--- src/rtl/timekeeper_pkg.sv ---
// Shared types and defaults for the ADC sampling and publish path.
package timekeeper_pkg;

  localparam int CLK_HZ             = 12_000_000;
  localparam int DEFAULT_DATA_WIDTH = 10;
  localparam int DEFAULT_SAMPLE_DIV = CLK_HZ / 1000;

  typedef enum logic [2:0] {
    ST_IDLE,
    ST_START,
    ST_WAIT,
    ST_ACCUM,
    ST_EVAL
  } sched_state_e;

endpackage

--- src/rtl/sample_averager.sv ---
// Two-channel sample accumulator: averages 2^AVG_LOG2 samples and flags a
// candidate that differs from the published pair by more than HYST.
module sample_averager
  import timekeeper_pkg::*;
#(
  parameter int DATA_WIDTH = DEFAULT_DATA_WIDTH,
  parameter int AVG_LOG2   = 2,
  parameter int HYST       = 4
) (
  input  logic                  clk,
  input  logic                  rst,
  input  logic                  accum_i,
  input  logic                  clear_i,
  input  logic [DATA_WIDTH-1:0] s0_i,
  input  logic [DATA_WIDTH-1:0] s1_i,
  input  logic [DATA_WIDTH-1:0] pub0_i,
  input  logic [DATA_WIDTH-1:0] pub1_i,
  output logic                  last_o,
  output logic [DATA_WIDTH-1:0] avg0_o,
  output logic [DATA_WIDTH-1:0] avg1_o,
  output logic                  changed_o
);

  localparam int AW = DATA_WIDTH + AVG_LOG2;
  localparam int CW = AVG_LOG2 + 1;

  logic [AW-1:0] acc0_q, acc0_d, acc1_q, acc1_d;
  logic [CW-1:0] cnt_q, cnt_d;

  function automatic logic exceeds(input logic [DATA_WIDTH-1:0] a,
                                   input logic [DATA_WIDTH-1:0] b);
    logic [DATA_WIDTH-1:0] diff;
    diff = (a > b) ? a - b : b - a;
    return diff > DATA_WIDTH'(HYST);
  endfunction

  // NOTE: every _d is given its hold value first, so no branch can infer a latch.
  always_comb begin
    acc0_d = acc0_q;
    acc1_d = acc1_q;
    cnt_d  = cnt_q;
    if (clear_i) begin
      acc0_d = '0;
      acc1_d = '0;
      cnt_d  = '0;
    end else if (accum_i) begin
      acc0_d = acc0_q + AW'(s0_i);
      acc1_d = acc1_q + AW'(s1_i);
      cnt_d  = cnt_q + 1'b1;
    end
  end

  // NOTE: flops use non-blocking assignments so every register samples pre-edge values.
  always_ff @(posedge clk) begin
    if (rst) begin
      acc0_q <= '0;
      acc1_q <= '0;
      cnt_q  <= '0;
    end else begin
      acc0_q <= acc0_d;
      acc1_q <= acc1_d;
      cnt_q  <= cnt_d;
    end
  end

  assign last_o    = (cnt_q == CW'((1 << AVG_LOG2) - 1));
  assign avg0_o    = acc0_q[AW-1:AVG_LOG2];
  assign avg1_o    = acc1_q[AW-1:AVG_LOG2];
  assign changed_o = exceeds(avg0_o, pub0_i) || exceeds(avg1_o, pub1_i);

endmodule

--- src/rtl/adc_param_scheduler.sv ---
// Paces ADC conversions, averages duty/period samples and publishes them to
// the clock divider only on master-period boundaries.
module adc_param_scheduler
  import timekeeper_pkg::*;
#(
  parameter int DATA_WIDTH = DEFAULT_DATA_WIDTH,
  parameter int SAMPLE_DIV = DEFAULT_SAMPLE_DIV,
  parameter int AVG_LOG2   = 2,
  parameter int HYST       = 4,
  parameter int TIMEOUT    = 4096
) (
  input  logic                  clk,
  input  logic                  rst,
  output logic                  start_o,
  input  logic                  valid_i,
  input  logic [DATA_WIDTH-1:0] ch0_i,
  input  logic [DATA_WIDTH-1:0] ch1_i,
  input  logic                  boundary_i,
  output logic [DATA_WIDTH-1:0] duty_o,
  output logic [DATA_WIDTH-1:0] period_o,
  output logic                  update_o,
  output logic                  busy_o,
  output logic                  timeout_err_o
);

  localparam int TW = $clog2(SAMPLE_DIV + 1);
  localparam int OW = $clog2(TIMEOUT + 1);
  localparam logic [TW-1:0] RELOAD = TW'(SAMPLE_DIV - 1);

  sched_state_e          state_q, state_d;
  logic [TW-1:0]         timer_q, timer_d;
  logic [OW-1:0]         tout_q, tout_d;
  logic                  tick_q, tick_d;
  logic [DATA_WIDTH-1:0] s0_q, s0_d, s1_q, s1_d;
  logic                  pend_q, pend_d;
  logic [DATA_WIDTH-1:0] pd_q, pd_d, pp_q, pp_d;
  logic [DATA_WIDTH-1:0] duty_q, duty_d, period_q, period_d;
  logic                  upd_q, upd_d, first_q, first_d, err_q, err_d;

  logic                  do_accum, do_eval, last, changed;
  logic [DATA_WIDTH-1:0] avg0, avg1;

  assign do_accum = (state_q == ST_ACCUM);
  assign do_eval  = (state_q == ST_EVAL);

  sample_averager #(
    .DATA_WIDTH(DATA_WIDTH),
    .AVG_LOG2  (AVG_LOG2),
    .HYST      (HYST)
  ) u_avg (
    .clk      (clk),
    .rst      (rst),
    .accum_i  (do_accum),
    .clear_i  (do_eval),
    .s0_i     (s0_q),
    .s1_i     (s1_q),
    .pub0_i   (duty_q),
    .pub1_i   (period_q),
    .last_o   (last),
    .avg0_o   (avg0),
    .avg1_o   (avg1),
    .changed_o(changed)
  );

  always_comb begin
    state_d  = state_q;
    timer_d  = (timer_q == '0) ? RELOAD : timer_q - 1'b1;
    tout_d   = tout_q;
    tick_d   = tick_q;
    s0_d     = s0_q;
    s1_d     = s1_q;
    err_d    = err_q;
    pend_d   = pend_q;
    pd_d     = pd_q;
    pp_d     = pp_q;
    duty_d   = duty_q;
    period_d = period_q;
    upd_d    = 1'b0;
    first_d  = first_q;

    unique case (state_q)
      ST_IDLE: begin
        if (tick_q) begin
          state_d = ST_START;
          tick_d  = 1'b0;
        end
      end
      ST_START: begin
        state_d = ST_WAIT;
        tout_d  = '0;
      end
      ST_WAIT: begin
        if (valid_i) begin
          s0_d    = ch0_i;
          s1_d    = ch1_i;
          state_d = ST_ACCUM;
        end else if (tout_q == OW'(TIMEOUT - 1)) begin
          err_d   = 1'b1;
          state_d = ST_IDLE;
        end else begin
          tout_d = tout_q + 1'b1;
        end
      end
      ST_ACCUM: state_d = last ? ST_EVAL : ST_IDLE;
      ST_EVAL:  state_d = ST_IDLE;
      default:  state_d = ST_IDLE;
    endcase

    // A timer expiry while a tick is still pending simply merges into it.
    if (timer_q == '0) tick_d = 1'b1;

    if (pend_q && (first_q || boundary_i)) begin
      duty_d   = pd_q;
      period_d = pp_q;
      upd_d    = 1'b1;
      pend_d   = 1'b0;
      first_d  = 1'b0;
    end
    // A fresh candidate overrides the pending slot; it waits for a later boundary.
    if (do_eval && (first_q || changed)) begin
      pend_d = 1'b1;
      pd_d   = avg0;
      pp_d   = avg1;
    end
  end

  always_ff @(posedge clk) begin
    if (rst) begin
      state_q  <= ST_IDLE;
      timer_q  <= RELOAD;
      tout_q   <= '0;
      tick_q   <= 1'b0;
      s0_q     <= '0;
      s1_q     <= '0;
      err_q    <= 1'b0;
      pend_q   <= 1'b0;
      pd_q     <= '0;
      pp_q     <= '0;
      duty_q   <= '0;
      period_q <= '0;
      upd_q    <= 1'b0;
      first_q  <= 1'b1;
    end else begin
      state_q  <= state_d;
      timer_q  <= timer_d;
      tout_q   <= tout_d;
      tick_q   <= tick_d;
      s0_q     <= s0_d;
      s1_q     <= s1_d;
      err_q    <= err_d;
      pend_q   <= pend_d;
      pd_q     <= pd_d;
      pp_q     <= pp_d;
      duty_q   <= duty_d;
      period_q <= period_d;
      upd_q    <= upd_d;
      first_q  <= first_d;
    end
  end

  assign start_o       = (state_q == ST_START) && !rst;
  assign busy_o        = (state_q == ST_WAIT);
  assign update_o      = upd_q;
  assign duty_o        = duty_q;
  assign period_o      = period_q;
  assign timeout_err_o = err_q;

endmodule

--- config.mk ---
export PLATFORM = sky130hd
export DESIGN_NAME = adc_param_scheduler
export DESIGN_NICKNAME = d
export VERILOG_FILES = /design/src/rtl/timekeeper_pkg.sv /design/src/rtl/sample_averager.sv /design/src/rtl/adc_param_scheduler.sv
export SDC_FILE = /design/constraint.sdc
export NUM_CORES = 1
export LEC_CHECK = 0
export CAP_MARGIN = 20
export CORE_ASPECT_RATIO = 1.2
export CORE_MARGIN = 5
export CORE_UTILIZATION = 40
export CTS_BUF_LIST = sky130_fd_sc_hd__clkbuf_16
export CTS_CLUSTER_SIZE = 20
export DETAILED_ROUTE_END_ITERATION = 8
export SLEW_MARGIN = 20
export SYNTH_ARGS = -nofsm -noshare
export SYNTH_HDL_FRONTEND = slang
export SYNTH_SLANG_ARGS = --single-unit
--- constraint.sdc ---
create_clock -name clk -period 3.68 [get_ports clk]
set_clock_uncertainty 0.05 [all_clocks]
set_input_delay 0.368 -clock clk [delete_from_list [all_inputs] [get_ports clk]]
set_output_delay 0.368 -clock clk [all_outputs]
set_load 0.05 [all_outputs]
[After elaboration in Yosys (flattened, before gate mapping)]
Cells that the tools add are included.
Operators by class
  equal/unequal tests: 10
  $lt $le $gt $ge: 4
  bitwise gates (word level): 1
  add/subtract/negate cells: 9
  multiplexer cells: 15
  reduce and logical (&&, ||, !) cells: 18
Operators with widths (count)
  subtractor 10 bit: 4
  2-to-1 mux 13 bit: 2
  one-hot mux 13 bit (2 select lines): 1
  adder 12 x 10 -> 12 bit: 2
  greater-than comparator 10 bit: 2
  greater-than comparator 10 x 3 -> 1 bit (second input constant): 2
  2-to-1 mux 10 bit: 2
  logical NOT 14 bit: 1
  subtractor 14 x 1 -> 14 bit (second input constant): 1
  adder 13 x 1 -> 13 bit (second input constant): 1
  equality test 13 x 12 -> 1 bit (second input constant): 1
  2-to-1 mux 3 bit: 4
  one-hot mux 3 bit (4 select lines): 1
  equality test 3 x 2 -> 1 bit (second input constant): 3
  inequality test 2 bit (second input constant): 3
  AND reduction 3 bit: 2
  nonzero test 2 bit: 3
  2-to-1 mux 1 bit: 5
  AND reduction 2 bit: 2
  OR reduction 2 bit: 2
  adder 3 x 1 -> 3 bit (second input constant): 1
  equality test 3 x 1 -> 1 bit (second input constant): 1
  equality test 3 bit (second input constant): 1
  logical AND 1 bit: 3
  5 further kinds: 7
Storage, ports and cells
  logic and storage cells: 74
  input bits: 24
  output and inout bits: 24
  bits in registers: 122

[Longest topological paths before layout]
Gate-level depths: netlist (run 1).
  word-level depth: 7
  depth in mapped cells: 13
  depth with buffers taken out: 12

[Hierarchy]
A second synthesis (run 1) with hierarchy kept.
Second synthesis, totals
  cell total of the unflattened synthesis: 989
  area total of the unflattened synthesis: 7661.1 um^2
Modules (own cells, without submodules)
  sample_averager: sequential area each 540.5 um^2, area an instance 4035.1 um^2, instances 1, cells each 540
  adc_param_scheduler: sequential area each 1901.8 um^2, area an instance 3626.0 um^2, instances 1, cells each 449

[Least setup slack after synthesis (run 1)]
Ideal clock, no wire load.
  path kind: register to register
  start: register duty_q[0] (netlist: duty_o[0])
  end: register pd_q[0]
  arrival time: 3.052 ns
  period minus slack after synthesis: 3.222 ns
  stages on the path, launching flop included: 14
  buffers on the path: 1
  slack: 0.458 ns
  setup time: 0.120 ns
  data required time: 3.510 ns
  cell sequence: dfxtp_1 -> inv_1 -> ha_1 -> fa_1 -> nor2b_1 -> o21ai_1 -> a21boi_1 -> a31oi_1 -> or4_1 -> nor4_1 -> mux2i_1 -> o31a_1 -> buf_6 -> mux2i_1
On the way
  longest elaborated chain between the ends: 6
  elaborated cells between the ends (all ways): 8
  classes of those cells: add/sub (2); order compare (2); mux (1); reduce/logical (3)
RTL lines
  from (decl): RTL line adc_param_scheduler.sv:37  | logic [DATA_WIDTH-1:0] duty_q, duty_d, period_q, period_d;
  from (signal assigned): RTL line adc_param_scheduler.sv:154  | duty_q <= duty_d;
  subtractor 10 bit / greater-than comparator 10 bit (equally long branches): RTL line sample_averager.sv:33  | diff = (a > b) ? a - b : b - a;
  2-to-1 mux 10 bit (*): RTL line sample_averager.sv:33
  greater-than comparator 10 x 3 -> 1 bit (*): RTL line sample_averager.sv:34  | return diff > DATA_WIDTH'(HYST);
  logical OR 1 bit (*): RTL line sample_averager.sv:69  | assign changed_o = exceeds(avg0_o, pub0_i) || exceeds(avg1_o, pub1_i);
  logical OR 1 bit (*): RTL line adc_param_scheduler.sv:120  | if (do_eval && (first_q || changed)) begin
  logical AND 1 bit (*): RTL line adc_param_scheduler.sv:120
  to (signal assigned): RTL line adc_param_scheduler.sv:152  | pd_q <= pd_d;
  to (decl): RTL line adc_param_scheduler.sv:36  | logic [DATA_WIDTH-1:0] pd_q, pd_d, pp_q, pp_d;
Every way passes the cells marked *; elsewhere a longest branch is shown, timed or not.
A chain may end at the register's enable or synchronous reset.

[Worst setup path after layout (run 1)]
  start: register u_avg.acc0_q[2]
  end: register pend_q
On the way
  longest elaborated chain between the ends: 7
  elaborated cells between the ends (all ways): 10
  classes of those cells: add/sub (2); order compare (2); mux (2); reduce/logical (4)
RTL lines
  from (decl): RTL line sample_averager.sv:27  | logic [AW-1:0] acc0_q, acc0_d, acc1_q, acc1_d;
  from (signal assigned): RTL line sample_averager.sv:56  | acc0_q <= '0;
  from (signal assigned): RTL line sample_averager.sv:60  | acc0_q <= acc0_d;
  subtractor 10 bit / greater-than comparator 10 bit (equally long branches): RTL line sample_averager.sv:33
  2-to-1 mux 10 bit (*): RTL line sample_averager.sv:33
  greater-than comparator 10 x 3 -> 1 bit (*): RTL line sample_averager.sv:34
  logical OR 1 bit (*): RTL line sample_averager.sv:69
  logical OR 1 bit (*): RTL line adc_param_scheduler.sv:120
  logical AND 1 bit (*): RTL line adc_param_scheduler.sv:120
  2-to-1 mux 1 bit / nonzero test 2 bit (equally long branches)
  to (signal assigned): RTL line adc_param_scheduler.sv:151  | pend_q <= pend_d;
  to (decl): RTL line adc_param_scheduler.sv:35  | logic pend_q, pend_d;
Marked as above.

==> metrics.txt, run 1 <==
status finished, final reports clean; Final ANT Viol Nets 0; Mapped Area 7482 um^2; Critical Path RT 3940 ps; routed len/inst 13.91 um; drt pass-1 iters 5; CP max stage cell fa_1; unrepaired setup endpoints after global routing false; DRT Wirelength 17.43 mm; global-route wire length before repair 29.83 mm; critical path depth 13; fraction of layout cells with a size suffix above 1 4.296%; Avg Vias per Cell 5.046; slew margin rel. 45.75%; Startpoint Class register; slowest stage delay, CP 420 ps; Power Total 3079 uW; static leakage 0.003271 uW; # hold bufs at CTS 0; Fin. Hold Viols 0; # resized after CTS 0; CP max FO 21; Longest Clk Path Bufs 2; Clock Latency Late Sink 410 ps; Worst Path Arrival 3630 ps; Layout area overhead 16.69%; fin crit share 91.67%; Pins Over Slew Limit 0; GPL Wtd Cong 0.8718; CTS H-tree depth 4; endpoints failing setup 0; number of synthesized register bits 122; Num CTS Buffers 17; Mapped Cells 955; CP delay by family, top compound AO/OA/AOI/OAI gates; drt drc 0; Total GRT Usage 16.88%; count leader, synth nand2_1; asr flop ratio synth 0%; highest clock rate 0.2964 GHz; diode count 0; CP Buf/Inv Count 2; Worst R2R Setup Slack 310 ps; critical path endpoint pend_q; crit path time final 3373 ps; vias in the first global route 6114; initial antenna violation count 0; # nets final 1080; Hold Path Class register to register; DIE HEIGHT 159.8 um; Warnings, synthesis 0; Net Count, Synth 1047; top post-synthesis cells by area dfxtp_1 (33%), ha_1 (10%), nand2_1 (7.2%); clk sinks 122; Reg clk slew, reported paths 50 ps; # IOs 48; EDFF count, synth 0; vias 6323; overall die width 134.9 um; RR Startpoint u_avg.acc0_q[2]; top cell type's share of synthesized area 32.64%; Worst-Margin Slew 813.7 ps; Congestion Overflow GR 0; DP HPWL 12.94 mm; Max Cap Viol 0; final setup TNS 0 ps; core area 18310 um^2; DR iter-0 viols 401; # Post-CTS Setup Buffers 0; top cells by count, synth nand2_1 (143), dfxtp_1 (122), a21oi_1 (97), inv_1 (78), nor2_1 (66); CP endpoint kind register; Crit. Startpoint u_avg.acc0_q[2]; Worst Reg-to-Reg Cells 13; Fill cells 1836; PwrDens 352.7 nW/um^2; count of cell types in the netlist 62; post-synth top area cell dfxtp_1; CTS Root Cell clkbuf_16; Port Buffer Count 47; pin count of the biggest net entering global routing 65; register area share after synthesis 32.64%; crit path cell chain inv_1 > ha_1 > fa_1 > and4b_1 > a221oi_1 > o32a_1 > o21ai_1 > o2111ai_1 > nor4_1 > mux2i_1 > o31a_1 > buf_4 > o21ba_1; ys flop type dfxtp_1; worst r2r dst pend_q; Crit Path Category register to register; Worst VDD drop 0.2773 mV; cell row count 54; synthesized area per cell 7.835 um^2; Die ar. 21550 um^2; Starting Density 40.86%; TritonCTS clock tree yes
==> where the power goes <==
group	leakage (uW)	total (uW)	internal [uW]	switching, uW
clock	0.000295	1690	1110	582
sequential	0.000983	1330	1320	1.72
combinational	0.00199	63.9	32.4	31.5
total	0.00327	3080	2460	615
==> worst min path at each step <==
stage,from,end,slack (ps),cells after the start
after floorplan,timer_q[0],timer_q[0],320,1
after global placement,timer_q[0],timer_q[0],340,1
after detailed placement,timer_q[0],timer_q[0],340,1
after CTS,timer_q[0],timer_q[0],350,1
after global routing,timer_q[0],timer_q[0],390,1
final,timer_q[0],timer_q[0],350,1
==> per-stage QoR <==
stage | setup WS [ps] | cell area (um^2) | cells | hold slack, ps | utilization [%]
2_1_floorplan | 458.5 | 7482 | 955 | 322.0 | -
3_3_place_gp | 400.7 | 8142 | 1221 | 338.2 | 44.46
3_5_place_dp | 318.1 | 8142 | 1221 | 339.8 | 44.46
4_1_cts | 310.0 | 8731 | 1253 | 352.5 | 47.68
5_1_grt | 114.3 | 8731 | 1253 | 388.6 | 47.68
6_report | 306.6 | 8731 | 1253 | 351.6 | 47.68
==> cells in the final DEF (no fill, tap or decap), drive strengths merged, types with 15 or more instances in the layout <==
cell	instances
mux2i	24
nand2	143
nand3	28
ha	62
dfxtp	122
nor3	15
a21oi	97
xor2	25
inv	80
xnor2	20
clkbuf	17
nand2b	52
o21ai	37
clkdlybuf4s50	46
nor2	66
==> state kept, by name, indices dropped and copies added, names as in the netlist, 3 cells and up <==
name,cells
duty_o,10
pd_q,10
period_o,10
pp_q,10
s0_q,10
s1_q,10
state_q,3
timer_q,14
tout_q,13
u_avg.acc0_q,12
u_avg.acc1_q,12
u_avg.cnt_q,3
==> final cells by class <==
cell class | instances | area [um^2] | area share, %
Clock buffer | 17 | 425.4 | 4.872
Sequential cell | 122 | 2442 | 27.97
Inverter | 78 | 292.8 | 3.353
Clock inverter | 15 | 163.9 | 1.877
Tap cell | 252 | 315.3 | 3.611
Multi-Input combinational cell | 710 | 4536 | 51.95
Timing Repair Buffer | 59 | 555.5 | 6.363
==> layer usage <==
layer  GRT usage [%]  vias up  routed length, um  part of all wire [%]
li1                -     3318                  -                     -
met1           22.39     2865               8324                    48
met2           26.90      111               8114                    47
met3           3.493       29                631                   3.6
met4           6.481        0                361                   2.1
met5               0        -                  0                     0
==> kinds of logic (layout without fill, tap and decap cells) <==
| group | after synthesis | count (layout) | synth area share (%) |
|---|---|---|---|
| simple gates | 366 | 366 | 23.41 |
| compound gates | 207 | 207 | 16.76 |
| buf+inv | 123 | 169 | 6.739 |
| flops | 122 | 122 | 32.64 |
| fa+ha+maj | 68 | 68 | 11.97 |
| xor+xnor | 45 | 45 | 5.268 |
| mux | 24 | 24 | 3.211 |
No activity file was read; power rests on OpenSTA's default activity.
==> run 2, diff against run 1 <==
--- a/config.mk
+++ b/config.mk
@@ -12,7 +12,7 @@
 export CTS_BUF_LIST = sky130_fd_sc_hd__clkbuf_16
 export CTS_CLUSTER_SIZE = 20
 export DETAILED_ROUTE_END_ITERATION = 8
-export SLEW_MARGIN = 20
+export SLEW_MARGIN = 30
 export SYNTH_ARGS = -nofsm -noshare
 export SYNTH_HDL_FRONTEND = slang
 export SYNTH_SLANG_ARGS = --single-unit
==> results of run 2 <==
No change in the layout: final DEF, timing and power equal those of run 1.
